`config.mk`:
```
export PLATFORM = sky130hd
export DESIGN_NAME = bit_serial_adder
export DESIGN_NICKNAME = d
export VERILOG_FILES = /design/src/rtl/bit_serial_adder.sv
export SDC_FILE = /design/constraint.sdc
export NUM_CORES = 1
export LEC_CHECK = 0
export ABC_CLOCK_PERIOD_IN_PS = 1850
export CORE_ASPECT_RATIO = 0.75
export CORE_MARGIN = 4
export CORE_UTILIZATION = 36
export CTS_CLUSTER_DIAMETER = 40
export DETAILED_ROUTE_END_ITERATION = 8
export SYNTH_ARGS = -nofsm -noshare
export SYNTH_HDL_FRONTEND = slang
export SYNTH_SLANG_ARGS = --single-unit
```
`constraint.sdc`:
```
create_clock -name clk -period 1.85 [get_ports clk]
set_clock_uncertainty 0.15 [all_clocks]
set_input_delay 0.2775 -clock clk [delete_from_list [all_inputs] [get_ports clk]]
set_output_delay 0.2775 -clock clk [all_outputs]
set_load 0.005 [all_outputs]
```
`src/rtl/bit_serial_adder.sv`:
```
// LSB-first bit-serial adder around a single full-adder cell with a registered carry.
// Operands enter on a valid/ready handshake; {cout,sum} leave on a second handshake.
module bit_serial_adder #(
  parameter int unsigned WIDTH = 8
) (
  input  logic             clk,
  input  logic             rst_n,
  input  logic             in_valid,
  output logic             in_ready,
  input  logic [WIDTH-1:0] op_a,
  input  logic [WIDTH-1:0] op_b,
  input  logic             cin,
  output logic             out_valid,
  input  logic             out_ready,
  output logic [WIDTH-1:0] sum,
  output logic             cout,
  output logic             busy
);

  localparam int unsigned CW = $clog2(WIDTH + 1);
  localparam logic [CW-1:0] LastCnt = CW'(WIDTH - 1);

  typedef enum logic [1:0] {StIdle, StRun, StDone} state_e;

  state_e           st_q, st_d;
  logic [WIDTH-1:0] sha_q, sha_d;
  logic [WIDTH-1:0] shb_q, shb_d;
  logic [WIDTH-1:0] res_q, res_d;
  logic [WIDTH-1:0] sum_q, sum_d;
  logic             carry_q, carry_d;
  logic             cout_q, cout_d;
  logic [CW-1:0]    cnt_q, cnt_d;

  // The single full-adder cell, fed from the shifter LSBs and the carry register.
  logic fa_s, fa_c;
  assign fa_s = sha_q[0] ^ shb_q[0] ^ carry_q;
  assign fa_c = (sha_q[0] & shb_q[0]) | (sha_q[0] & carry_q) | (shb_q[0] & carry_q);

  // New sum bit enters at the MSB so that after WIDTH shifts bit 0 is the first one computed.
  logic [WIDTH-1:0] s_msb, res_shift;
  always_comb begin
    s_msb            = '0;
    s_msb[WIDTH-1]   = fa_s;
    res_shift        = (res_q >> 1) | s_msb;
  end

  always_comb begin
    st_d    = st_q;
    sha_d   = sha_q;
    shb_d   = shb_q;
    res_d   = res_q;
    sum_d   = sum_q;
    carry_d = carry_q;
    cout_d  = cout_q;
    cnt_d   = cnt_q;
    unique case (st_q)
      StIdle: begin
        if (in_valid) begin
          sha_d   = op_a;
          shb_d   = op_b;
          carry_d = cin;
          cnt_d   = '0;
          st_d    = StRun;
        end
      end
      StRun: begin
        sha_d   = sha_q >> 1;
        shb_d   = shb_q >> 1;
        carry_d = fa_c;
        res_d   = res_shift;
        cnt_d   = cnt_q + CW'(1);
        if (cnt_q == LastCnt) begin
          sum_d  = res_shift;
          cout_d = fa_c;
          cnt_d  = cnt_q;
          st_d   = StDone;
        end
      end
      StDone: begin
        if (out_ready) st_d = StIdle;
      end
      default: st_d = StIdle;
    endcase
  end

  always_ff @(posedge clk or negedge rst_n) begin
    if (!rst_n) begin
      st_q    <= StIdle;
      sha_q   <= '0;
      shb_q   <= '0;
      res_q   <= '0;
      sum_q   <= '0;
      carry_q <= 1'b0;
      cout_q  <= 1'b0;
      cnt_q   <= '0;
    end else begin
      st_q    <= st_d;
      sha_q   <= sha_d;
      shb_q   <= shb_d;
      res_q   <= res_d;
      sum_q   <= sum_d;
      carry_q <= carry_d;
      cout_q  <= cout_d;
      cnt_q   <= cnt_d;
    end
  end

  // in_ready is gated by rst_n directly so it drops the instant reset asserts.
  assign in_ready  = rst_n && (st_q == StIdle);
  assign out_valid = (st_q == StDone);
  assign busy      = (st_q != StIdle);
  assign sum       = sum_q;
  assign cout      = cout_q;

endmodule

```
# Word-level counts from Yosys, hierarchy flattened
# Index checks and enable logic that the tools add are counted.
# totals
register_bits,40
inputBits,21
# op_classes
add_sub_neg,1
n_eq_ne,7
n_mux,13
bitwise_logic,8
n_reduce_logical,8
# op_table
operator,count
$pmux W8 S2,2
$mux W8,2
$mux W4,2
$or A7 B8 Y8,1
$pmux W4 S2,1
$mux W2,3
$ne A2 B2 Y1 const B,3
$pmux W2 S3,1
$reduce_and A3 Y1,2
$add A4 B1 Y4 const B,1
$eq A4 B3 Y1 const B,1
$reduce_and A2 Y1,2
$reduce_bool A2 Y1,2
$and A1 B1 Y1,3
$eq A2 B1 Y1 const B,1
$eq A2 B2 Y1 const B,1
$logic_not A2 Y1,1
$ne A2 B1 Y1 const B,1
$or A1 B1 Y1,2
$pmux W1 S2,1
$xor A1 B1 Y1,2
$logic_and A1 B1 Y1,1
$mux W1,1

# Depth between registers and ports, before layout
# Gate-level depths: netlist of run 1.
# depth
word_depth,4
depth_mapped,5
ltp_nobuf,4

# Least setup slack after synthesis of run 1
# No wires, ideal clock.
# synth_path
path_type,flip-flop to flip-flop
startpoint,register cnt_q[0]
endpoint,register cout_q (netlist: cout)
setup_ps,125
t_arrival_ps,1436
required_ps,1575
path_slack_ps,139
stages_incl_launch_ff,6
path_buffers,1
synth_period_minus_slack_ps,1711
path_cell_list,dfrtp_1 ha_1 and3b_1 and2_4 buf_6 mux2_4
# synth_via
elab_chain_len,2
# synth_lines
item,line_no,rtl
from (decl),32,"logic [CW-1:0] cnt_q, cnt_d;"
from (signal assigned),104,cnt_q <= cnt_d;
$eq A4 B3 Y1,72,if (cnt_q == LastCnt) begin
$reduce_and A2 Y1 (no source line),n/a,
to (signal assigned),103,cout_q <= cout_d;
to (decl),31,"logic cout_q, cout_d;"
# No other way between the ends.
# A chain may end at the register's enable or synchronous reset.

# Worst setup path after layout of run 1
# layout_path
startpoint,register cnt_q[0]
endpoint,register sum_q[1] (netlist: sum[1])
# layout_via
elab_chain_len,2
# layout_lines
item,line_no,rtl
$eq A4 B3 Y1,72,
$reduce_and A2 Y1 (no source line),n/a,
to (signal assigned),101,sum_q <= sum_d;
to (decl),29,"logic [WIDTH-1:0] sum_q, sum_d;"
# No other way between the ends.

==> parameters.txt, run 1 <==
Parameter                              Value

Pwr
  Power density relative to cell area ... 1670 nW/um^2
  Lkg Pwr ... 1.10 nW
  Peak supply drop ... 0.000753 V

Global routing
  First-pass GRT wire length ... 5900 um
  GRT overflow ... 0
  Pin count of the biggest net entering global routing ... 40
  Vias in the first global route ... 1272
  Total global routing track utilization ... 12.8%
  Initial antenna violation count ... 0

Yosys
  Register bit count reported by yosys ... 39
  Ranking of synthesized cells by area ... sky130_fd_sc_hd__dfrtp_1 55%, sky130_fd_sc_hd__mux2i_1 8.5%, sky130_fd_sc_hd__mux2_4 7.6%
  Post-Synthesis Mean Instance Area ... 11.9 um^2
  Synthesized netlist net count ... 172
  Post-synth EDFFs ... 0
  Most used standard cell by instance count after synthesis ... sky130_fd_sc_hd__dfrtp_1
  Library cell occupying the most area in the post-synthesis netlist ... sky130_fd_sc_hd__dfrtp_1
  Count of distinct cell types in the synthesized netlist ... 29
  Top FF cell, synth ... sky130_fd_sc_hd__dfrtp_1
  Fraction of synthesis flops using an asynchronous set or reset pin ... 100%
  Sequential element share of the synthesized area ... 55.0%
  Synth warnings ... 0
  Top cell types by occurrence after synthesis ... 39 x sky130_fd_sc_hd__dfrtp_1, 20 x sky130_fd_sc_hd__nand2_1, 17 x sky130_fd_sc_hd__o21ai_0, 15 x sky130_fd_sc_hd__mux2i_1, 9 x sky130_fd_sc_hd__mux2_4
  Combined area of all synthesized cells ... 1780 um^2
  Top cell type's share of synthesized area ... 55.0%
  Gate Count Post-Synth ... 149

STA
  Number of setup violations in the final report ... 0
  Final period demand of the worst path ... 1.76 ns
  Final Hold Fails ... 0
  Max-slew violations ... 0
  Final TNS setup ... 0 ns
  Top achievable clock speed ... 0.567 GHz
  Rel. slew slack ... 66.5%
  Final-layout worst hold slack ... 0.337 ns
  Unrepaired setup endpoints after global routing ... false
  Period utilisation layout ... 95.3%
  Slew of the pin with the lowest slew margin ... 0.503 ns

Placement
  PortBufs ... 32
  Post-DP HPWL ... 2510 um
  Placer congestion estimate ... 0.740

Drt
  ANT nets after route ... 0
  Routed wirelength normalized by instance count ... 14.1 um
  Average vias per placed instance ... 4.89
  First-pass DRT Iterations ... 4
  Routed vias ... 1213
  Number of remaining DRC errors ... 0
  First-iteration detailed-routing DRC count ... 44
  Post-detailed-routing wire length ... 3510 um

Critical path
  Critical Path Start Type ... register
  Worst path bufs/invs ... 0
  Cell family with most CP delay ... simple AND/OR/NAND/NOR gates
  Worst reg2reg path depth ... 4
  Library cell contributing the largest single delay on the critical path ... sky130_fd_sc_hd__dfrtp_1
  Worst setup path class ... reg2reg
  Logic depth of the worst setup path including buffers ... 4
  Data arrival time of the critical path ... 1.79 ns
  Critical Path Max Stage Delay ... 0.40 ns
  Element type at the critical path end ... register
  R2r setup slk ... 0.09 ns
  Crit path max fanout ... 7
  Cells along the critical path ... ha_1 -> and3b_2 -> and2_2 -> mux2_4
  WP data required ... 1.88 ns

Die
  Initial Util ... 38.6%
  I/O pin cnt ... 33
  DIE AREA ... 6130 um^2
  Die Y-Extent ... 68.8 um
  Standard-cell row count ... 21
  Die Wd ... 89.1 um
  Placeable core area ... 4600 um^2

Status
  Run status ... finished clean

CTS
  H-tree depth reported by CTS ... 2
  Clock latency at the later pin of the worst-skew pair ... 0.29 ns
  Max Root-Sink Buffers ... 2
  Clk Tree Root Cell ... sky130_fd_sc_hd__clkbuf_8
  Clock tree from TritonCTS ... yes
  Clock slew at reported path FFs ... 0.08 ns
  CTS Buf Count ... 5
  Sink Count ... 39

Cells and area
  Share of final-layout standard cells stronger than drive strength 1 ... 20.9%
  Ant. Diodes ... 0
  Final core utilization ... 50.5%
  Final net count ... 213
  Area growth syn-to-layout ... 30.9%

Run
  Number of max-capacitance violations reported ... 0

Worst hold path
  Hold Path Stages ... 2
  Type of the most critical hold path ... reg2reg
-- cell type report --
| cell class | instances | area [um^2] |
|---|---|---|
| multi-input combinational | 100 | 754 |
| clock buffer | 5 | 68.8 |
| inverter | 3 | 11.3 |
| clock inverter | 3 | 43.8 |
| tap | 57 | 71.3 |
| timing repair buffer | 41 | 398 |
| fill | 401 | 2270 |
| sequential | 39 | 976 |
-- layer usage --
metal  wire length [um]  share of wire (%)  GRT usage, %
met5                  0                  0             0
met2               1630                 47          19.6
met4                 29               0.83          3.35
met3                184                5.2          4.99
met1               1660                 47          17.0
-- repair_timing --
action / 4_1_cts / 5_1_grt
hold buffers: 1 / 0
hold endpoints to repair: 39 / 0
cloned: 0 / 1
resized for setup: 4 / 3
setup endpoints to repair: 3 / 12
buffers inserted: 1 / 1
-- cells in the final DEF (no fill, tap or decap), types with 2 or more instances in the layout --
| master | n |
|---|---|
| sky130_fd_sc_hd__inv_1 | 3 |
| sky130_fd_sc_hd__nor2_1 | 3 |
| sky130_fd_sc_hd__nor2b_1 | 2 |
| sky130_fd_sc_hd__clkdlybuf4s50_1 | 28 |
| sky130_fd_sc_hd__nand3_1 | 3 |
| sky130_fd_sc_hd__buf_4 | 6 |
| sky130_fd_sc_hd__mux2_4 | 9 |
| sky130_fd_sc_hd__nand2_1 | 20 |
| sky130_fd_sc_hd__mux2i_1 | 15 |
| sky130_fd_sc_hd__a21oi_1 | 6 |
| sky130_fd_sc_hd__dlygate4sd2_1 | 3 |
| sky130_fd_sc_hd__o21ai_0 | 17 |
| sky130_fd_sc_hd__clkbuf_8 | 5 |
| sky130_fd_sc_hd__dfrtp_1 | 39 |
| sky130_fd_sc_hd__mux2_2 | 7 |
-- worst register-to-register path, cell delays in order (launching register included) --
cell                      delay [ns]
sky130_fd_sc_hd__dfrtp_1        0.40
sky130_fd_sc_hd__ha_1           0.25
sky130_fd_sc_hd__and3b_2        0.28
sky130_fd_sc_hd__and2_2         0.27
sky130_fd_sc_hd__mux2_4         0.31
-- registers in the layout, summed over array words and instances (netlist names) --
name     count
sha_q        8
shb_q        8
sum          8
res_q        7
cnt_q        4
st_q         2
carry_q      1
cout         1
-- cells by family after synthesis --
| kind of cell | after synthesis | share of synthesized area (%) |
|---|---|---|
| adder cells (fa/ha/maj) | 2 | 1.83 |
| flip-flops | 39 | 55.0 |
| buffers and inverters | 11 | 3.59 |
| AND/OR/NAND/NOR | 39 | 10.7 |
| multiplexers | 31 | 20.5 |
| AO/OA/AOI/OAI | 27 | 8.39 |
-- report_power, final --
| group | internal, mW | total [mW] | leakage, nW | switching, mW |
|---|---|---|---|---|
| combinational | 0.984 | 1.67 | 0.558 | 0.686 |
| clock | 0.402 | 0.710 | 0.0581 | 0.308 |
| sequential | 1.25 | 1.49 | 0.482 | 0.237 |
| total | 2.64 | 3.87 | 1.10 | 1.23 |
-- path summary, 6_finish.rpt --
kind	from	to
min in group asynchronous	rst_n	sum[3]
setup reg to reg	cnt_q[0]	sum[1]
max in group asynchronous	rst_n	shb_q[6]
setup / recovery	cnt_q[0]	sum[1]
hold / removal	sha_q[3]	sha_q[3]
hold reg to reg	sha_q[3]	sha_q[3]
-- stage by stage --
stage / worst slack, ns / total power [mW] / cell area [um^2] / std cells
after floorplan: 0.139 / 2.59 / 1780 / 149
after global placement: 0.149 / 3.06 / 2170 / 236
after CTS: 0.0363 / 3.87 / 2300 / 246
after detailed placement: 0.0571 / 3.15 / 2170 / 236
final: 0.0878 / 3.87 / 2320 / 248
after global routing: 0.0207 / 4.19 / 2320 / 248
Note: power is estimated with default switching activity, not from simulation.
==> inputs of run 2 (changes only) <==
--- a/config.mk
+++ b/config.mk
@@ -7,8 +7,7 @@
 export LEC_CHECK = 0
 export ABC_CLOCK_PERIOD_IN_PS = 1850
 export CORE_ASPECT_RATIO = 0.75
-export CORE_MARGIN = 4
-export CORE_UTILIZATION = 36
+export CORE_UTILIZATION = 40
 export CTS_CLUSTER_DIAMETER = 40
 export DETAILED_ROUTE_END_ITERATION = 8
 export SYNTH_ARGS = -nofsm -noshare
==> parameters.txt, run 2 (synthesis gave the netlist of run 1 again) <==
Parameter                              Value

Drt
  Post-detailed-routing wire length ... 3340 um
  Routed vias ... 1194
  First-iteration detailed-routing DRC count ... 71
  First-pass DRT Iterations ... 5
  ANT nets after route ... 0
  Number of remaining DRC errors ... 0
  Average vias per placed instance ... 4.89
  Routed wirelength normalized by instance count ... 13.7 um

STA
  Period utilisation layout ... 95.3%
  Number of setup violations in the final report ... 0
  Final TNS setup ... 0 ns
  Final period demand of the worst path ... 1.76 ns
  Rel. slew slack ... 67.7%
  Top achievable clock speed ... 0.567 GHz
  Final-layout worst hold slack ... 0.332 ns
  Slew of the pin with the lowest slew margin ... 0.484 ns
  Max-slew violations ... 0
  Unrepaired setup endpoints after global routing ... false
  Final Hold Fails ... 0

Cells and area
  Ant. Diodes ... 0
  Highest-count cells in the layout ignoring fill and taps ... 39 x sky130_fd_sc_hd__dfrtp_1, 28 x sky130_fd_sc_hd__clkdlybuf4s50_1, 20 x sky130_fd_sc_hd__nand2_1
  Final net count ... 211
  Most common cell after layout, fill and taps aside ... sky130_fd_sc_hd__dfrtp_1
  Area growth syn-to-layout ... 28.0%
  Final-layout fill cell count ... 383
  Share of final-layout standard cells stronger than drive strength 1 ... 20.1%

CTS
  Clock tree from TritonCTS ... yes
  CTS Buf Count ... 5
  H-tree depth reported by CTS ... 2
  Clock latency at the later pin of the worst-skew pair ... 0.29 ns
  Post-CTS Setup Inserts ... 0
  Clock slew at reported path FFs ... 0.08 ns
  Clk Tree Root Cell ... sky130_fd_sc_hd__clkbuf_8
  Max Root-Sink Buffers ... 2
  Sink Count ... 39

Critical path
  Reg2reg end ... sum[5]
  Worst setup path class ... reg2reg
  Critical Path Start Type ... register
  Endpoint of the worst setup timing path ... sum[5]
  Logic depth of the worst setup path including buffers ... 4
  Cells along the critical path ... ha_1 -> and3b_2 -> and2_2 -> mux2_4
  Data arrival time of the critical path ... 1.79 ns
  Worst path bufs/invs ... 0
  Library cell contributing the largest single delay on the critical path ... sky130_fd_sc_hd__dfrtp_1
  Element type at the critical path end ... register
  R2r setup slk ... 0.09 ns
  WP data required ... 1.88 ns
  Cell family with most CP delay ... simple AND/OR/NAND/NOR gates
  Startpoint of the worst register-to-register path ... cnt_q[0]
  Crit path max fanout ... 7
  Timing startpoint of the critical path ... cnt_q[0]
  Critical Path Max Stage Delay ... 0.42 ns
  Worst reg2reg path depth ... 4

Worst hold path
  Type of the most critical hold path ... reg2reg

Global routing
  GRT overflow ... 0
  Total global routing track utilization ... 16.2%
  Initial antenna violation count ... 0
  First-pass GRT wire length ... 5550 um
  Pin count of the biggest net entering global routing ... 40
  Vias in the first global route ... 1160

Die
  Placeable core area ... 4150 um^2
  Standard-cell row count ... 20
  Initial Util ... 42.7%
  DIE AREA ... 4710 um^2
  I/O pin cnt ... 33
  Die Y-Extent ... 59.7 um
  Die Wd ... 78.9 um

Pwr
  Peak supply drop ... 0.000649 V
  Lkg Pwr ... 1.06 nW
  Power density relative to cell area ... 1620 nW/um^2

Status
  Run status ... finished clean

Placement
  Placer congestion estimate ... 0.743
  PortBufs ... 32
  Post-DP HPWL ... 2350 um

Run
  Number of max-capacitance violations reported ... 0
run 2: per-stage QoR:
step	cells	cell area, um^2	util, %	power [mW]	worst slack (ns)
2_1_floorplan	149	1780	-	2.59	0.139
3_3_place_gp	234	2170	52.2	3.07	0.154
3_5_place_dp	234	2170	52.2	3.17	0.0390
4_1_cts	243	2260	54.5	3.73	0.0335
5_1_grt	244	2270	54.7	3.98	0.0117
6_report	244	2270	54.7	3.69	0.0870
run 2: area by class of cell:
class	instances	area (um^2)	area share, %
sequential	39	976	42.9
multi-input combinational	100	749	33.0
timing repair buffer	39	379	16.7
clock buffer	5	68.8	3.03
tap	55	68.8	3.03
clock inverter	3	20.0	0.881
inverter	3	11.3	0.495
run 2: report_power, final:
group          switching [mW]  total (mW)  leakage (nW)  internal [mW]
clock                   0.301       0.563        0.0402          0.262
combinational           0.683        1.63         0.541          0.949
sequential              0.244        1.49         0.482           1.25
total                    1.23        3.69          1.06           2.46
run 2: worst min path at each step:
stage / from / endpoint / slack, ns / depth (start not counted)
5_1_grt: sha_q[2] / sha_q[2] / 0.36 / 2
4_1_cts: sha_q[1] / sha_q[1] / 0.34 / 2
2_1_floorplan: rst_n / carry_q / -0.17 / 0
3_3_place_gp: rst_n / carry_q / 0.23 / 2
6_report: sha_q[1] / sha_q[1] / 0.33 / 2
3_5_place_dp: rst_n / carry_q / 0.24 / 2
run 2: per-layer routing:
layer | track usage [%] | vias up | part of all wire (%)
met3 | 6.41 | 2 | 4.5
met1 | 20.1 | 571 | 48
met5 | 0 | - | 0
met4 | 5.45 | 0 | 0.69
li1 | - | 596 | -
met2 | 26.2 | 25 | 47
run 2: repair_timing:
item	4_1_cts	5_1_grt
hold endpoints to repair	39	0
gates resized for setup	4	1
pin swaps	0	1
hold buffers	1	0
cloned	0	1
setup endpoints to repair	3	9
run 2: tightest hold or removal path, stage by stage (launching register included):
cell and delay, ns:
sky130_fd_sc_hd__dfrtp_1 0.35, sky130_fd_sc_hd__nand2_1 0.05, sky130_fd_sc_hd__o21ai_0 0.06
==> inputs of run 3 (changes only) <==
--- a/config.mk
+++ b/config.mk
@@ -10,6 +10,7 @@
 export CORE_UTILIZATION = 40
 export CTS_CLUSTER_DIAMETER = 40
 export DETAILED_ROUTE_END_ITERATION = 8
+export SLEW_MARGIN = 15
 export SYNTH_ARGS = -nofsm -noshare
 export SYNTH_HDL_FRONTEND = slang
 export SYNTH_SLANG_ARGS = --single-unit
==> results of run 3 <==
The final DEF is identical to that of run 2; final timing and power are the same.
